## config.mk

```make
export PLATFORM = sky130hd
export DESIGN_NAME = packet_serializer
export DESIGN_NICKNAME = d
export VERILOG_FILES = /design/src/rtl/packet_serializer.sv
export SDC_FILE = /design/constraint.sdc
export NUM_CORES = 1
export LEC_CHECK = 0
export BUFFER_PORTS_ARGS = -buffer_cell sky130_fd_sc_hd__buf_4
export CORE_MARGIN = 2
export CORE_UTILIZATION = 45
export DETAILED_ROUTE_END_ITERATION = 7
export HOLD_SLACK_MARGIN = 0.1
export PLACE_DENSITY = 0.67
export SKIP_CTS_REPAIR_TIMING = 1
export SYNTH_ARGS = -nofsm -noshare
export SYNTH_HDL_FRONTEND = slang
export SYNTH_SLANG_ARGS = --single-unit
```

## constraint.sdc

```tcl
create_clock -name clock -period 7.5 [get_ports clock]
set_clock_uncertainty 0.1 [all_clocks]
set_input_delay 1.5 -clock clock [delete_from_list [all_inputs] [get_ports clock]]
set_output_delay 1.5 -clock clock [all_outputs]
set_load 0.005 [all_outputs]
```

## src/rtl/packet_serializer.sv

```systemverilog
// Frame serializer: latches an address/payload request, obtains a CRC from an
// external stage, then shifts {preamble, address, payload, crc} out MSB first.
module packet_serializer #(
  parameter int unsigned BIT_PERIOD  = 8,
  parameter logic [7:0]  PREAMBLE    = 8'b10101011,
  parameter int unsigned CRC_TIMEOUT = 255
) (
  input  logic        clock,
  input  logic        reset,
  input  logic        send,
  input  logic [18:0] tr_address,
  input  logic [35:0] tr_data,
  output logic        crc_start,
  output logic [18:0] crc_address,
  output logic [35:0] crc_data,
  input  logic        crc_done,
  input  logic [15:0] crc_r,
  output logic        tx_bit,
  output logic        tx_valid,
  output logic        busy,
  output logic        frame_done,
  output logic        crc_error
);

  localparam int unsigned ADDR_W  = 19;
  localparam int unsigned DATA_W  = 36;
  localparam int unsigned CRC_W   = 16;
  localparam int unsigned FRAME_W = 8 + ADDR_W + DATA_W + CRC_W;
  localparam int unsigned WAIT_W  = $clog2(CRC_TIMEOUT + 1);

  localparam logic [7:0]        BIT_LAST  = 8'(BIT_PERIOD - 1);
  localparam logic [6:0]        CNT_LAST  = 7'(FRAME_W - 1);
  localparam logic [WAIT_W-1:0] WAIT_LAST = WAIT_W'(CRC_TIMEOUT);

  typedef enum logic [1:0] {
    IDLE      = 2'd0,
    CRC_START = 2'd1,
    CRC_WAIT  = 2'd2,
    SEND      = 2'd3
  } state_t;

  state_t              state_q, state_d;
  logic [ADDR_W-1:0]   crc_address_q, crc_address_d;
  logic [DATA_W-1:0]   crc_data_q, crc_data_d;
  logic [FRAME_W-1:0]  shreg_q, shreg_d;
  logic [WAIT_W-1:0]   wait_cnt_q, wait_cnt_d;
  logic [7:0]          bit_tmr_q, bit_tmr_d;
  logic [6:0]          bit_cnt_q, bit_cnt_d;
  logic                frame_done_q, frame_done_d;

  always_ff @(posedge clock or posedge reset) begin
    if (reset) begin
      state_q       <= IDLE;
      crc_address_q <= '0;
      crc_data_q    <= '0;
      shreg_q       <= '0;
      wait_cnt_q    <= '0;
      bit_tmr_q     <= '0;
      bit_cnt_q     <= '0;
      frame_done_q  <= 1'b0;
    end else begin
      state_q       <= state_d;
      crc_address_q <= crc_address_d;
      crc_data_q    <= crc_data_d;
      shreg_q       <= shreg_d;
      wait_cnt_q    <= wait_cnt_d;
      bit_tmr_q     <= bit_tmr_d;
      bit_cnt_q     <= bit_cnt_d;
      frame_done_q  <= frame_done_d;
    end
  end

  always_comb begin
    state_d       = state_q;
    crc_address_d = crc_address_q;
    crc_data_d    = crc_data_q;
    shreg_d       = shreg_q;
    wait_cnt_d    = wait_cnt_q;
    bit_tmr_d     = bit_tmr_q;
    bit_cnt_d     = bit_cnt_q;
    frame_done_d  = 1'b0;
    crc_error     = 1'b0;

    case (state_q)
      IDLE: begin
        if (send) begin
          crc_address_d = tr_address;
          crc_data_d    = tr_data;
          state_d       = CRC_START;
        end
      end

      CRC_START: begin
        wait_cnt_d = '0;
        state_d    = CRC_WAIT;
      end

      // crc_done is tested first so it wins over a timeout in the same cycle
      CRC_WAIT: begin
        if (crc_done) begin
          shreg_d   = {PREAMBLE, crc_address_q, crc_data_q, crc_r};
          bit_tmr_d = '0;
          bit_cnt_d = '0;
          state_d   = SEND;
        end else if (wait_cnt_q == WAIT_LAST) begin
          crc_error = 1'b1;
          state_d   = IDLE;
        end else begin
          wait_cnt_d = wait_cnt_q + 1'b1;
        end
      end

      SEND: begin
        if (bit_tmr_q == BIT_LAST) begin
          bit_tmr_d = '0;
          if (bit_cnt_q == CNT_LAST) begin
            frame_done_d = 1'b1;
            state_d      = IDLE;
          end else begin
            shreg_d   = {shreg_q[FRAME_W-2:0], 1'b0};
            bit_cnt_d = bit_cnt_q + 7'd1;
          end
        end else begin
          bit_tmr_d = bit_tmr_q + 8'd1;
        end
      end

      default: state_d = IDLE;
    endcase
  end

  // Line outputs decode the state register so reset drops them without a clock
  assign tx_valid    = (state_q == SEND);
  assign tx_bit      = tx_valid & shreg_q[FRAME_W-1];
  assign busy        = (state_q != IDLE);
  assign crc_start   = (state_q == CRC_START);
  assign frame_done  = frame_done_q;
  assign crc_address = crc_address_q;
  assign crc_data    = crc_data_q;

endmodule

```

==> impl_summary.txt, run 1 <==
----------------------------------------------------
[Synth]
  Warning count from the yosys run ... 0
  Flip-flop and latch count after synthesis ... 160
  Syn nets ... 621
  Compound-cell area share of the yosys netlist ... 5.068%
  Most used flip-flop cell after synthesis ... dfrtp_1
  Top area cells in the synthesized netlist ... dfrtp_1 54%, mux2_2 25%, mux2_1 5.2%
  Cell variety after synth ... 47
  Area of the mapped netlist ... 7357 sq um
  Post-synthesis xor/xnor area fraction ... 0.4762%
  Combinational family with the most area after synthesis ... multiplexers
  Per-instance average area after synthesis ... 13.73 sq um
  Dominant cell by count in the synthesized netlist ... mux2_2
  Largest area contributor in the netlist ... dfrtp_1
  Proportion of synthesized chip area in sequential cells ... 54.42%
  Post-Syn Instances ... 536
  Post-synthesis share of cell area spent on full adders, half adders and majority gates ... 1.701%
  Post-Synth Simple-Gate Area ... 5.187%
  Async set-or-reset flop fraction in the synthesized netlist ... 100.0%
  Synth cell count leaders ... 163 x mux2_2, 160 x dfrtp_1, 34 x mux2_1
  Top-area cell type share of the netlist area ... 54.42%
  Number of enable-type register cells in the synthesized netlist ... 0
  Fraction of synthesized area in multiplexers ... 30.43%

[Critical path]
  Reg2reg path depth ... 8
  Critical path required time ... 5900 ps
  Worst r2r src ... state_q[0]
  Arr. time, crit path ... 2220 ps
  Launch point of the worst path ... state_q[0]
  CP max FO ... 84
  CP startpoint kind ... register
  Reg2Reg Setup Slack ... 3980 ps
  CP endpoint kind ... output pin
  Critical path start-end classification ... register to output pin

[Pwr]
  Peak VDD IR ... 233.9 uV
  Total power divided by cell area ... 434.5 nW/um^2
  Leakage ... 0.004071 uW

[Placement]
  Routability congestion estimate from global placement ... 0.8327
  Placed wire-length estimate ... 9.756 mm
  Placed instance count ... 865
  Port Buf Inserts ... 135

[Floorplan]
  Die X-Extent ... 131.9 um
  Starting density of the core ... 46.15%
  Die height ... 131.9 um
  Core Area ... 15940 sq um
  Number of rows created at floorplan ... 46
  Top Ports ... 136
  Total die area ... 17390 sq um

[Route]
  Antenna-violating nets left ... 0
  Residual DRC count ... 0
  Final wirelength ... 14.24 mm
  Drt via density ... 5.230
  Initial DRC Count ... 166
  Routed length per placed instance ... 15.87 um
  Number of iterations in the first detailed-routing pass ... 4
  Number of vias after detailed routing ... 4691

[Timing]
  Tmin final ... 3817 ps
  Final critical-path share of the clock period ... 50.90%
  Post-Route Setup TNS ... 0 ps
  Achievable clock frequency ... 262.0 MHz
  Measured slew at the worst slew-check pin ... 1050 ps
  Number of max-slew violations in the final report ... 0
  Finish-stage setup viols ... 0
  Max-Slew Margin vs Limit ... 30.01%
  RSZ-0062 raised after global routing ... false
  Hold Vio Cnt, Final ... 0

[Clock tree]
  Count of H-tree levels built during CTS ... 4
  Number of clock sinks seen by CTS ... 160
  Clock tree from TritonCTS ... done
  CTS clk-pin slew, worst paths ... 60 ps
  Clock Tree Buf Depth ... 2
  Clock latency of the later-clocked register in the worst-skew pair ... 420 ps
  Root Buffer Master ... clkbuf_16
  Number of buffers created by CTS ... 17

[Layout]
  Fraction of final layout cells sized beyond drive strength 1 ... 50.66%
  Final #Nets ... 753
  Fillers ... 1334
  Area taken by flip-flops and latches ... 4004 sq um
  Number of antenna repair diodes ... 0
  Non-filler cells in the finished layout ... 897
  Area growth from synthesis to final layout ... 24.12%
  Multi-input logic area ... 3168 sq um

[Run status]
  Outcome ... finished, final reports clean

[GRT]
  Vias in the first global route ... 4909
  GRT Util Overall ... 17.01%
  Largest net degree at the start of global routing ... 102
  First-pass GRT wire length ... 24.05 mm
  Initial antenna violation count ... 0
  Grt ovf ... 0

[Run]
  Reported max-cap violation count ... 0

[Worst hold path]
  Hold path startpoint ... shreg_q[6]
  Hold Crit Depth ... 1
  Worst min-delay path category ... register to register

----------------------------------------------------
[layout by cell type, fill, tap and decap left out, drive strengths merged, types with 3 or more instances in the layout]
master	Yosys	routed
a21o	3	3
a21oi	8	8
a22o	8	8
buf	9	140
clkbuf	18	17
clkinv	0	6
clkinvlp	0	3
dfrtp	160	160
ha	10	10
inv	13	17
mux2	197	197
nand2	22	22
nand2b	3	3
nand3	11	11
nand4	3	3
nor2	12	12
nor3	5	5
o211ai	4	4
o21ai	11	11
o22a	5	5
or2	3	3
or4	3	3
[area by class of cell]
class                           instances  area share, %
Sequential cell                       160          43.85
Multi-Input combinational cell        336          34.69
Timing Repair Buffer                  140          11.51
Clock buffer                           17          4.659
Tap cell                              216          2.960
Clock inverter                         15          1.740
Inverter                               13         0.5892
[routing by layer]
layer  global-route usage, %  up-vias  wire (um)
met3                   4.537       11        629
met2                   27.29      110       6943
li1                        -     2212          -
met1                   22.60     2358       6513
met5                       0        -          0
met4                   5.495        0        150
[where the power goes]
group	total (uW)	switching, uW	internal, uW
clock network	847	354	494
logic	1610	635	977
registers	1510	259	1250
[worst paths after layout]
path	to
setup / recovery	tx_bit
hold / removal	shreg_q[6]
setup reg to reg	shreg_q[51]
hold reg to reg	shreg_q[6]
max in group asynchronous	shreg_q[74]
min in group asynchronous	crc_data[13]
[critical path, cell delays in order, from the launching register on]
cell and delay [ps]:
dfrtp_1 470, ha_4 170, buf_4 780, and2_1 240, buf_4 130
[through the flow]
step	utilization (%)	setup WS [ps]	hold slack (ps)	power, uW	cell area, sq um
after floorplan	-	1580	344.1	2640	7357
after global placement	53.61	3355	358.1	3085	8547
after detailed placement	53.61	3256	372.2	3163	8547
after CTS	57.28	3631	387.3	4028	9131
after global routing	57.28	3521	395.5	4233	9131
final	57.28	3683	382.2	3968	9131
[sequential cells by signal, summed over array words and instances (netlist names)]
name,flops
bit_tmr_q,8
shreg_q,79
bit_cnt_q,7
crc_data,36
state_q,2
crc_address,19
frame_done,1
wait_cnt_q,8
[cell families (layout without fill, tap and decap cells)]
kind of cell    count (synthesis)  after routing
flops                         160            160
fa+ha+maj                      10             10
xor+xnor                        4              4
buf+inv                        40            185
simple gates                   72             72
mux                           199            199
compound gates                 51             51
Power figures use the tool's default switching activity.
==> run 2, diff against run 1 <==
Clock period 7.5 ns to 3.91 ns, I/O delays scaled along.
==> impl_summary.txt, run 2 (synthesis gave the netlist of run 1 again) <==
----------------------------------------------------
[Run status]
  Outcome ... finished, final reports clean

[Floorplan]
  Starting density of the core ... 46.15% (unchanged)
  Number of rows created at floorplan ... 46 (unchanged)
  Core Area ... 15940 sq um (unchanged)
  Die height ... 131.9 um (unchanged)
  Top Ports ... 136 (unchanged)
  Die X-Extent ... 131.9 um (unchanged)
  Total die area ... 17390 sq um (unchanged)

[Run]
  Reported max-cap violation count ... 0 (unchanged)

[GRT]
  Routing layer with the top usage in global route ... met2
  Largest net degree at the start of global routing ... 63 (-38%)
  Vias in the first global route ... 5048 (+2.8%)
  Met3 track demand over resource ... 4.691% (+0.15 points)
  First-pass GRT wire length ... 25.21 mm (+4.8%)
  Grt ovf ... 0 (unchanged)
  Initial antenna violation count ... 0 (unchanged)
  Met2 routing resource usage after global routing ... 29.66% (+2.4 points)
  GRT Util Overall ... 17.87% (+0.86 points)
  GR Layer Usage met1 ... 23.41% (+0.81 points)

[Worst hold path]
  Hold Crit Depth ... 1 (unchanged)
  Worst hold path endpoint ... shreg_q[0]
  Worst min-delay path category ... register to register
  Hold path startpoint ... shreg_q[0]

[Pwr]
  PnR Total Power ... 7713 uW (+94%)
  Peak VDD IR ... 413.2 uV (+77%)
  Leakage ... 0.004103 uW (+0.78%)
  Total power divided by cell area ... 837.2 nW/um^2 (+93%)

[Critical path]
  Arr. time, crit path ... 1870 ps (-350 ps)
  Critical path start-end classification ... register to output pin
  Critical path required time ... 3030 ps (-2870 ps)
  Buf+Inv Stages, Crit Path ... 2 (unchanged)
  Crit path cell chain ... inv_1, ha_1, nand2b_1, nor2_1, buf_4
  CP startpoint kind ... register
  Reg2Reg Setup Slack ... 1300 ps (-2680 ps)
  Worst r2r src ... state_q[0]
  Reg2reg path depth ... 8 (unchanged)
  Kind of cell adding the most delay to the critical path ... flip-flops
  Largest stage delay, worst path ... 450 ps (-330 ps)
  Cell with the largest stage delay on the worst path ... dfrtp_1
  CP endpoint kind ... output pin
  CP max FO ... 10 (-88%)
  Reg2Reg Capture Point ... bit_cnt_q[3]

[Layout]
  Final design area excluding fillers ... 9214 sq um (+0.90%)
  Core Util, Final ... 57.79% (+0.52 points)
  Final #Nets ... 757 (+0.53%)
  Fraction of final layout cells sized beyond drive strength 1 ... 50.66% (about the same)
  Largest register FFs ... 79 (unchanged)
  Number of antenna repair diodes ... 0 (unchanged)
  Non-filler cells in the finished layout ... 901 (+0.45%)
  Area growth from synthesis to final layout ... 25.24%
  Most used cells in the layout excluding fill and tap cells ... 163 x mux2_2, 160 x dfrtp_1, 140 x buf_4, 34 x mux2_1, 20 x nand2_1
  Commonest non-fill, non-tap cell in the layout ... mux2_2
  Register ranked first by flip-flop count ... shreg_q

[Timing]
  Post-Route Setup TNS ... 0 ps (unchanged)
  RSZ-0062 raised after global routing ... false
  Number of max-slew violations in the final report ... 0 (unchanged)
  Hold Vio Cnt, Final ... 0 (unchanged)
  Max-Slew Margin vs Limit ... 37.75% (+7.7 points)
  Achievable clock frequency ... 362.9 MHz
  Finish-stage setup viols ... 0 (unchanged)
  Final critical-path share of the clock period ... 70.48%
  Tmin final ... 2756 ps
  Measured slew at the worst slew-check pin ... 931.8 ps (-117.9 ps)

[Route]
  Residual DRC count ... 0 (unchanged)
  Initial DRC Count ... 197 (+19%)
  Routed length per placed instance ... 16.68 um (+5.1%)
  Number of iterations in the first detailed-routing pass ... 5 (+1)
  Antenna-violating nets left ... 0 (unchanged)
  Final wirelength ... 15.03 mm (+5.6%)
  Number of vias after detailed routing ... 4761 (+1.5%)
  Drt via density ... 5.284 (+1.0%)

[Clock tree]
  Number of buffers created by CTS ... 17 (unchanged)
  Number of clock sinks seen by CTS ... 160 (unchanged)
  Clock tree from TritonCTS ... done
  CTS clk-pin slew, worst paths ... 60 ps (about the same)
  Root Buffer Master ... clkbuf_16
  Clock latency of the later-clocked register in the worst-skew pair ... 410 ps (about the same)
  Clock Tree Buf Depth ... 2 (unchanged)
  Count of H-tree levels built during CTS ... 4 (unchanged)

[Placement]
  Placed wire-length estimate ... 10.40 mm (+6.6%)
  Placed cell area ... 8626 sq um (+0.92%)
  Routability congestion estimate from global placement ... 0.9092 (+9.2%)
  Port Buf Inserts ... 135 (unchanged)
  Placed instance count ... 869 (+0.46%)

----------------------------------------------------
## run 2: per-layer routing
layer | wire [um] | vias up
li1 | - | 2221
met5 | 0 | -
met4 | 82 | 0
met1 | 6682 | 2411
met2 | 7509 | 122
met3 | 754 | 7
## run 2: layout make-up
| class | instances | area (sq um) |
|---|---|---|
| sequential | 160 | 4004 |
| tap | 216 | 270.3 |
| fill | 1299 | 6729 |
| clock buffer | 21 | 460.4 |
| multi-input combinational | 336 | 3168 |
| timing repair buffer | 144 | 1131 |
| clock inverter | 11 | 127.6 |
| inverter | 13 | 52.55 |
## run 2: worst max-delay path by stage
| stage | startpoint | end | slack (ps) | cells after the start |
|---|---|---|---|---|
| after global routing | state_q[0] | crc_error | 1030 | 5 |
| final | state_q[0] | crc_error | 1150 | 5 |
| after global placement | state_q[0] | shreg_q[16] | 1440 | 4 |
| after floorplan | reset | bit_cnt_q[0] | 1000 | 1 |
| after detailed placement | state_q[0] | bit_cnt_q[3] | 1360 | 8 |
| after CTS | state_q[0] | crc_error | 1130 | 5 |
## run 2: report_power, final
part | total (uW) | leakage [uW] | switching (uW) | internal (uW)
Sequential | 2890 | 0.00194 | 492 | 2400
Combinational | 3180 | 0.00188 | 1250 | 1930
Clock | 1640 | 0.000281 | 663 | 981
## run 2: metrics by stage
| stage | hold slack (ps) | worst slack [ps] |
|---|---|---|
| after global routing | 398.9 | 1028 |
| final | 378.0 | 1154 |
| after floorplan | 344.1 | 999.2 |
| after detailed placement | 363.6 | 1355 |
| after global placement | 354.5 | 1440 |
| after CTS | 377.3 | 1133 |
